<file path="src/rtl/gcd_driver.sv">
// gcd_driver: hands operand pairs to a GCD engine one job at a time and returns results
// over valid/ready, with a watchdog timeout and a wrapping completed-job counter.
module gcd_driver #(
  parameter int nbits          = 32,
  parameter int TIMEOUT_CYCLES = 1024,
  parameter int CNT_W          = 16
) (
  input  logic             clk,
  input  logic             reset_n,
  input  logic             in_valid,
  output logic             in_ready,
  input  logic [nbits-1:0] in_a,
  input  logic [nbits-1:0] in_b,
  output logic [nbits-1:0] eng_a,
  output logic [nbits-1:0] eng_b,
  output logic             eng_start,
  input  logic             eng_done,
  input  logic [nbits-1:0] eng_result,
  output logic             out_valid,
  input  logic             out_ready,
  output logic [nbits-1:0] out_gcd,
  output logic             out_err,
  output logic [CNT_W-1:0] jobs_done
);
  localparam int TW = (TIMEOUT_CYCLES > 2) ? $clog2(TIMEOUT_CYCLES) : 1;
  localparam logic [TW-1:0] LAST = TW'(TIMEOUT_CYCLES - 1);
  typedef enum logic [2:0] {IDLE, ISSUE, WAIT, RESP, DRAIN} state_t;
  state_t           state_q, state_d;
  logic [nbits-1:0] eng_a_q, eng_a_d, eng_b_q, eng_b_d, gcd_q, gcd_d;
  logic             err_q, err_d, late_q, late_d, ready_q, ready_d;
  logic [TW-1:0]    cnt_q, cnt_d;
  logic [CNT_W-1:0] jobs_q, jobs_d;
  logic             accept, timeout, handshake;
  assign accept    = in_valid & ready_q;
  assign timeout   = cnt_q == LAST;
  assign handshake = (state_q == RESP) & out_ready;
  always_ff @(posedge clk or negedge reset_n) begin
    if (!reset_n) state_q <= IDLE;
    else          state_q <= state_d;
  end
  always_comb begin
    state_d = state_q;
    case (state_q)
      IDLE:    state_d = accept ? ISSUE : IDLE;
      ISSUE:   state_d = WAIT;
      WAIT:    state_d = (eng_done || timeout) ? RESP : WAIT;
      RESP:    state_d = !out_ready ? RESP : err_q ? DRAIN : IDLE;
      DRAIN:   state_d = (eng_done || late_q) ? IDLE : DRAIN;
      default: state_d = IDLE;
    endcase
  end
  always_comb begin
    eng_start = state_q == ISSUE;
    out_valid = state_q == RESP;
    in_ready  = ready_q;
    eng_a     = eng_a_q;
    eng_b     = eng_b_q;
    out_gcd   = gcd_q;
    out_err   = err_q;
    jobs_done = jobs_q;
  end
  // A late engine completion seen while the timed-out result waits downstream is remembered,
  // so DRAIN does not wait for a pulse that has already gone by.
  always_comb begin
    eng_a_d = accept ? in_a : eng_a_q;
    eng_b_d = accept ? in_b : eng_b_q;
    cnt_d   = state_q == ISSUE ? '0 : state_q == WAIT ? cnt_q + 1'b1 : cnt_q;
    gcd_d   = state_q != WAIT ? gcd_q : eng_done ? eng_result : timeout ? '0 : gcd_q;
    err_d   = state_q != WAIT ? err_q : eng_done ? 1'b0 : timeout ? 1'b1 : err_q;
    jobs_d  = jobs_q + CNT_W'(handshake);
    late_d  = state_q == RESP ? late_q | (err_q & eng_done) : state_q == DRAIN ? 1'b0 : late_q;
    ready_d = state_d == IDLE;
  end
  always_ff @(posedge clk or negedge reset_n) begin
    if (!reset_n) begin
      eng_a_q <= '0;
      eng_b_q <= '0;
      gcd_q   <= '0;
      err_q   <= 1'b0;
      late_q  <= 1'b0;
      ready_q <= 1'b0;
      cnt_q   <= '0;
      jobs_q  <= '0;
    end else begin
      eng_a_q <= eng_a_d;
      eng_b_q <= eng_b_d;
      gcd_q   <= gcd_d;
      err_q   <= err_d;
      late_q  <= late_d;
      ready_q <= ready_d;
      cnt_q   <= cnt_d;
      jobs_q  <= jobs_d;
    end
  end
endmodule

</file>
<file path="config.mk">
export PLATFORM = sky130hd
export DESIGN_NAME = gcd_driver
export DESIGN_NICKNAME = d
export VERILOG_FILES = /design/src/rtl/gcd_driver.sv
export SDC_FILE = /design/constraint.sdc
export NUM_CORES = 1
export LEC_CHECK = 0
export ABC_AREA = 1
export CAP_MARGIN = 15
export CORE_MARGIN = 2
export CORE_UTILIZATION = 46
export CTS_CLUSTER_DIAMETER = 80
export DETAILED_ROUTE_END_ITERATION = 12
export PLACE_DENSITY_LB_ADDON = 0.15
export SLEW_MARGIN = 20
export SYNTH_ARGS = -nofsm -noshare
export SYNTH_HDL_FRONTEND = slang
export SYNTH_SLANG_ARGS = --single-unit
</file>
<file path="constraint.sdc">
create_clock -name clk -period 3.4 [get_ports clk]
set_input_delay 1.02 -clock clk [delete_from_list [all_inputs] [get_ports clk]]
set_output_delay 1.02 -clock clk [all_outputs]
set_load 0.03 [all_outputs]
</file>
# == Yosys cells after proc, flatten, opt, wreduce, memory -nomap -nowiden ==
# Index checks and enable logic that the tools add are counted.
# op_classes
eq_ne,6
n_mux,14
bitwise,5
reduce_logical,8
n_addsub,2
# op_table
cell,n
32-bit 2-to-1 mux,2
10-bit 2-to-1 mux,2
16-bit by 1-bit adder with 16-bit output,1
3-bit one-hot mux with 5 select lines,1
10-bit by 1-bit adder with 10-bit output (second input constant),1
10-bit == test (second input constant),1
3-bit 2-to-1 mux,3
3-bit by 2-bit == test with 1-bit output (second input constant),2
3-bit zero test,2
1-bit 2-to-1 mux,6
2-bit nonzero test,3
1-bit bitwise AND,3
3-bit by 1-bit == test with 1-bit output (second input constant),1
3-bit == test (second input constant),1
3-bit by 2-bit inequality test with 1-bit output (second input constant),1
1-bit logical OR,2
2-bit AND reduction,1
1-bit inverter,1
1-bit bitwise OR,1
# word_totals
elab_cells,44
output_inout_bits,116
inputBits,101
reg_bits,128

# == Depth between registers and ports, before layout ==
# depth
depth_word,5
depth_mapped,12
ltp_nobuf,12

# == Least setup slack after synthesis ==
# No wires, ideal clock.
# synth_timing
path_kind,flip-flop to flip-flop
start,register state_q[0]
end,register jobs_q[14] (netlist: jobs_done[14])
path_buffers,0
arrival_ns,2.173
path_stages_with_launch,12
required_ns,3.282
synth_period_minus_slack_ns,2.291
path_slack_ns,1.109
setup_ns,0.118
path_cell_list,dfrtp_1 > nand2_1 > nor2_1 > inv_1 > nor2_1 > ha_1 > ha_1 > nand2_1 > nor3b_1 > nand3_1 > nand2_1 > nand2_1
# synth_via
elab_chain_cells,3
# synth_rtl
item,line,text
start: declaration,28,"state_t state_q, state_d;"
start signal: assignment,39,else state_q <= state_d;
3-bit by 2-bit == test with 1-bit output,--,
via out_valid,19,"output logic out_valid,"
1-bit bitwise AND,36,assign handshake = (state_q == RESP) & out_ready;
16-bit by 1-bit adder with 16-bit output,70,jobs_d = jobs_q + CNT_W'(handshake);
via jobs_d[14],32,"logic [CNT_W-1:0] jobs_q, jobs_d;"
end signal: assignment,92,jobs_q <= jobs_d;
end: declaration,32,
# The timed path passes the listed nets, and every way through them passes these cells.
# A chain may end at the register's enable or synchronous reset.

# == Worst setup path in the final report ==
# layout_timing
start,register state_q[2]
end,output eng_start
# layout_via
elab_chain_cells,1
# layout_rtl
item,line,text
3-bit by 1-bit == test with 1-bit output,53,eng_start = state_q == ISSUE;
end: declaration,16,"output logic eng_start,"
# No other way between the ends.

==> results.rst <==
.. list-table::
   :header-rows: 1

   * - Metric
     - Value
   * - Worst path top cell family by delay
     - buffers and inverters
   * - Dominant cells by area after synthesis
     - sky130_fd_sc_hd__dfrtp_1, sky130_fd_sc_hd__mux2_2, sky130_fd_sc_hd__nand2_1
   * - Initial antenna violation count
     - 0
   * - Drt pass-1 iters
     - 4
   * - Clock transition time at the flip-flop clock pins of the worst setup and hold paths
     - 0.06 ns
   * - Maximum number of pins on one net before global-route repair
     - 66
   * - Global-route usage over all layers
     - around 22%
   * - Worst Hold Class
     - flip-flop to flip-flop
   * - Via count of the first global-routing pass
     - around 4200
   * - Setup crit start kind
     - flip-flop
   * - Die boundary width
     - 111.3 um
   * - WP data required
     - 2.38 ns
   * - Proportion of synthesized chip area in sequential cells
     - about 60%
   * - CP max stage cell
     - sky130_fd_sc_hd__clkdlybuf4s50_1
   * - Worst VDD drop
     - 0.0005324 V
   * - Post-route cell area
     - a little over 8000 um2
   * - Total die area
     - about 12000 um2
   * - Average via count per standard cell
     - around 4.9
   * - Arrival time reported for the critical path endpoint
     - ~2 ns
   * - Post-Place Setup Slack
     - ~0.5 ns
   * - Fin nets
     - 794
   * - Final critical-path share of the clock period
     - 88.40%
   * - Leakage power summed over all cells
     - 3.663 nW
   * - CTS tree
     - yes
   * - Asr flop ratio synth
     - 100.0%
   * - Most common cell in the synthesized netlist
     - sky130_fd_sc_hd__dfrtp_1
   * - Global-route wire length before repair
     - 21560 um
   * - Sum of buffers and inverters on the critical path
     - 3
   * - Cells after synthesis
     - about 470
   * - H-tree lvl count
     - 4
   * - Buffer type at the clock tree root
     - sky130_fd_sc_hd__clkbuf_16
   * - Antenna violation net count after detailed routing
     - 0
   * - Die boundary height
     - around 110 um
   * - Routed wire length
     - 13350 um
   * - Placed wire-length estimate after detailed placement
     - about 9500 um
   * - Gp weighted congestion
     - about 0.76
   * - I/O Pins
     - about 220
   * - Distinct cell type count after synthesis
     - 28
   * - Non-filler instance count after layout
     - between 800 and 900
   * - Vias after detailed routing
     - 4112
   * - Final count of negative-setup-slack endpoints
     - 0
   * - Number of standard-cell rows in the floorplan
     - 39
   * - Setup Fix Bufs, Post-CTS
     - 0
   * - Top flip-flop cell by instance count after synthesis
     - sky130_fd_sc_hd__dfrtp_1
   * - Worst slack on hold paths
     - 0.4979 ns
   * - Warnings from Yosys
     - 0
   * - Fraction of final layout cells with drive strength greater than 1
     - roughly 16%
   * - Standard cell area after detailed placement
     - 7546 um2
   * - Number of DRC violations after detailed routing
     - 0
   * - Max_cap viols
     - 0
   * - Number of inserted filler cells in the final layout
     - 802
   * - Initial Util
     - 46.81%
   * - Clock Latency Late Sink
     - ~0.41 ns
   * - Final core utilization
     - approximately 72%
   * - Largest buffer count on any clock path
     - 2
   * - Layout overhead on the synthesized area
     - 53.20%
   * - Final clock skew
     - ~0.0087 ns
   * - Diode insertion count for antenna repair
     - 0
   * - Number of enable flip-flop cells after synthesis
     - 0
   * - Violation count after the first detailed-routing iteration
     - between 150 and 200
   * - Worst Setup Path Type
     - flip-flop to primary output
   * - Power density over cell area
     - around 1000 nW/um2
   * - Final-report max-slew violation count
     - 0
   * - Quantity of gates resized following cts
     - 0
   * - Total number of clock tree sinks
     - ~130
   * - Leading post-synthesis cells by instance count
     - sky130_fd_sc_hd__dfrtp_1, sky130_fd_sc_hd__nand2_1, sky130_fd_sc_hd__mux2_2
   * - RSZ-0062 raised after global routing
     - false
   * - Delay contributed by the slowest stage of the critical path
     - 0.68 ns
   * - Number of placed instances, taps included
     - 814
   * - Kind of capture point of the worst setup path
     - primary output
   * - Run status
     - finished clean
   * - CP cell instances
     - inv_2 -> nand3_1 -> inv_1 -> clkdlybuf4s50_1
   * - Number of buffers inserted by port buffering
     - 216
   * - Quantity of hold-fixing buffers added after cts
     - 0
   * - Max Fanout on Critical Path
     - 7
   * - Total negative slack
     - 0 ns
   * - Worst Setup Slack, final
     - ~0.39 ns
   * - Cell area after technology mapping
     - between 5000 and 6000 um2
   * - Post-Syn Area per Cell
     - between 10 and 15 um2
   * - Max transition margin
     - 56.62%
   * - Slew of the pin with the lowest slew margin
     - 0.6507 ns
   * - Max Freq
     - roughly 0.33 GHz
   * - WL/cell
     - around 16 um
   * - GR Overflow Total
     - 0
   * - Power, Total
     - about 8.0 mW
   * - Core outline area
     - between 10000 and 15000 um2
   * - Minimum clock period after layout
     - ~3 ns
   * - Share of Yosys cell area claimed by the top area cell type
     - 60.45%
   * - Yosys top cell by area
     - sky130_fd_sc_hd__dfrtp_1
   * - Post-synth net total
     - around 570
   * - Hold violation total from the final report
     - 0
   * - Number of register bits inferred by synthesis
     - around 130
   * - Inserted Clock Buffers
     - 17
-- state kept, by name, indices dropped and copies added, names as in the netlist --
| name | cells |
|---|---|
| eng_a | 32 |
| eng_b | 32 |
| out_gcd | 32 |
| jobs_done | 16 |
| cnt_q | 10 |
| state_q | 3 |
| in_ready | 1 |
| late_q | 1 |
| out_err | 1 |
-- worst reg2reg max path: stages, from the launching register on --
cell                      delay, ns
sky130_fd_sc_hd__dfrtp_1       0.41
sky130_fd_sc_hd__nand2_1       0.09
sky130_fd_sc_hd__nor2_1        0.17
sky130_fd_sc_hd__inv_1         0.08
sky130_fd_sc_hd__nor2_1        0.10
sky130_fd_sc_hd__ha_1          0.17
sky130_fd_sc_hd__ha_1          0.22
sky130_fd_sc_hd__nand2_1       0.09
sky130_fd_sc_hd__nor3b_1       0.40
sky130_fd_sc_hd__nand3_1       0.13
sky130_fd_sc_hd__nand2_1       0.09
sky130_fd_sc_hd__nand2_1       0.05
-- placed cells by master (no fill, tap or decap) --
cell	instances
sky130_fd_sc_hd__clkbuf_16	17
sky130_fd_sc_hd__buf_4	2
sky130_fd_sc_hd__buf_12	2
sky130_fd_sc_hd__xor2_1	7
sky130_fd_sc_hd__dfrtp_1	128
sky130_fd_sc_hd__bufinv_16	2
sky130_fd_sc_hd__xnor2_1	2
sky130_fd_sc_hd__mux2_2	64
sky130_fd_sc_hd__inv_2	1
sky130_fd_sc_hd__a21boi_0	1
sky130_fd_sc_hd__o21ai_1	2
sky130_fd_sc_hd__nand3_2	3
sky130_fd_sc_hd__nand2_1	113
sky130_fd_sc_hd__clkbuf_1	1
sky130_fd_sc_hd__ha_1	3
sky130_fd_sc_hd__clkinv_2	6
sky130_fd_sc_hd__inv_1	31
sky130_fd_sc_hd__a21oi_2	1
sky130_fd_sc_hd__nand4_1	7
sky130_fd_sc_hd__clkdlybuf4s50_1	215
sky130_fd_sc_hd__nand3_1	43
sky130_fd_sc_hd__nor3b_1	1
sky130_fd_sc_hd__o21ai_0	9
sky130_fd_sc_hd__nor2_2	2
sky130_fd_sc_hd__nand4_4	1
sky130_fd_sc_hd__clkbuf_8	2
sky130_fd_sc_hd__nand2_4	1
sky130_fd_sc_hd__nor2_4	3
sky130_fd_sc_hd__nor2_1	19
sky130_fd_sc_hd__nor3_1	5
sky130_fd_sc_hd__nand2_2	2
sky130_fd_sc_hd__nand3b_1	2
sky130_fd_sc_hd__clkinvlp_4	4
-- where the power goes --
part / switching (mW) / internal, mW
clock: 0.637 / 1.10
sequential: 0.357 / 2.16
combinational: 2.09 / 1.63
-- final timing paths --
kind                       cells after the start         from             to  slack [ns]
hold / removal                                 2  out_gcd[13]    out_gcd[13]        0.50
setup reg to reg                              11   state_q[0]  jobs_done[14]        1.26
setup / recovery                               4   state_q[2]      eng_start        0.39
hold reg to reg                                2  out_gcd[13]    out_gcd[13]        0.50
min in group asynchronous                      1      reset_n    out_gcd[22]        0.63
max in group asynchronous                      2      reset_n     out_gcd[2]        1.99
-- kinds of logic after synthesis --
| group | synth area share [%] |
|---|---|
| compound gates | 1.346 |
| xor+xnor | 1.488 |
| fa+ha+maj | 0.7085 |
| buf+inv | 5.029 |
| flops | 60.45 |
| mux | 13.60 |
| simple gates | 17.38 |
-- routing by layer --
metal | global-route usage [%] | share of wire, % | wire length [um] | up-vias
met5 | 0 | 0 | 0 | -
met4 | 8.889 | 2.7 | 354 | 0
met3 | 8.693 | 7.6 | 1013 | 26
met2 | 37.80 | 51 | 6804 | 155
met1 | 25.10 | 39 | 5174 | 1960
li1 | - | - | - | 1971
-- area by class of cell --
| cell class | count | area [um2] | area share, % |
|---|---|---|---|
| clock buffers | 20 | 456.7 | 5.626 |
| clock inverters | 11 | 115.1 | 1.418 |
| inverters | 33 | 125.1 | 1.541 |
| multi-input cells | 291 | 1832 | 22.56 |
| flip-flops and latches | 128 | 3203 | 39.46 |
| well taps | 143 | 178.9 | 2.204 |
| repair buffers | 219 | 2207 | 27.19 |
Power figures use the tool's default switching activity.
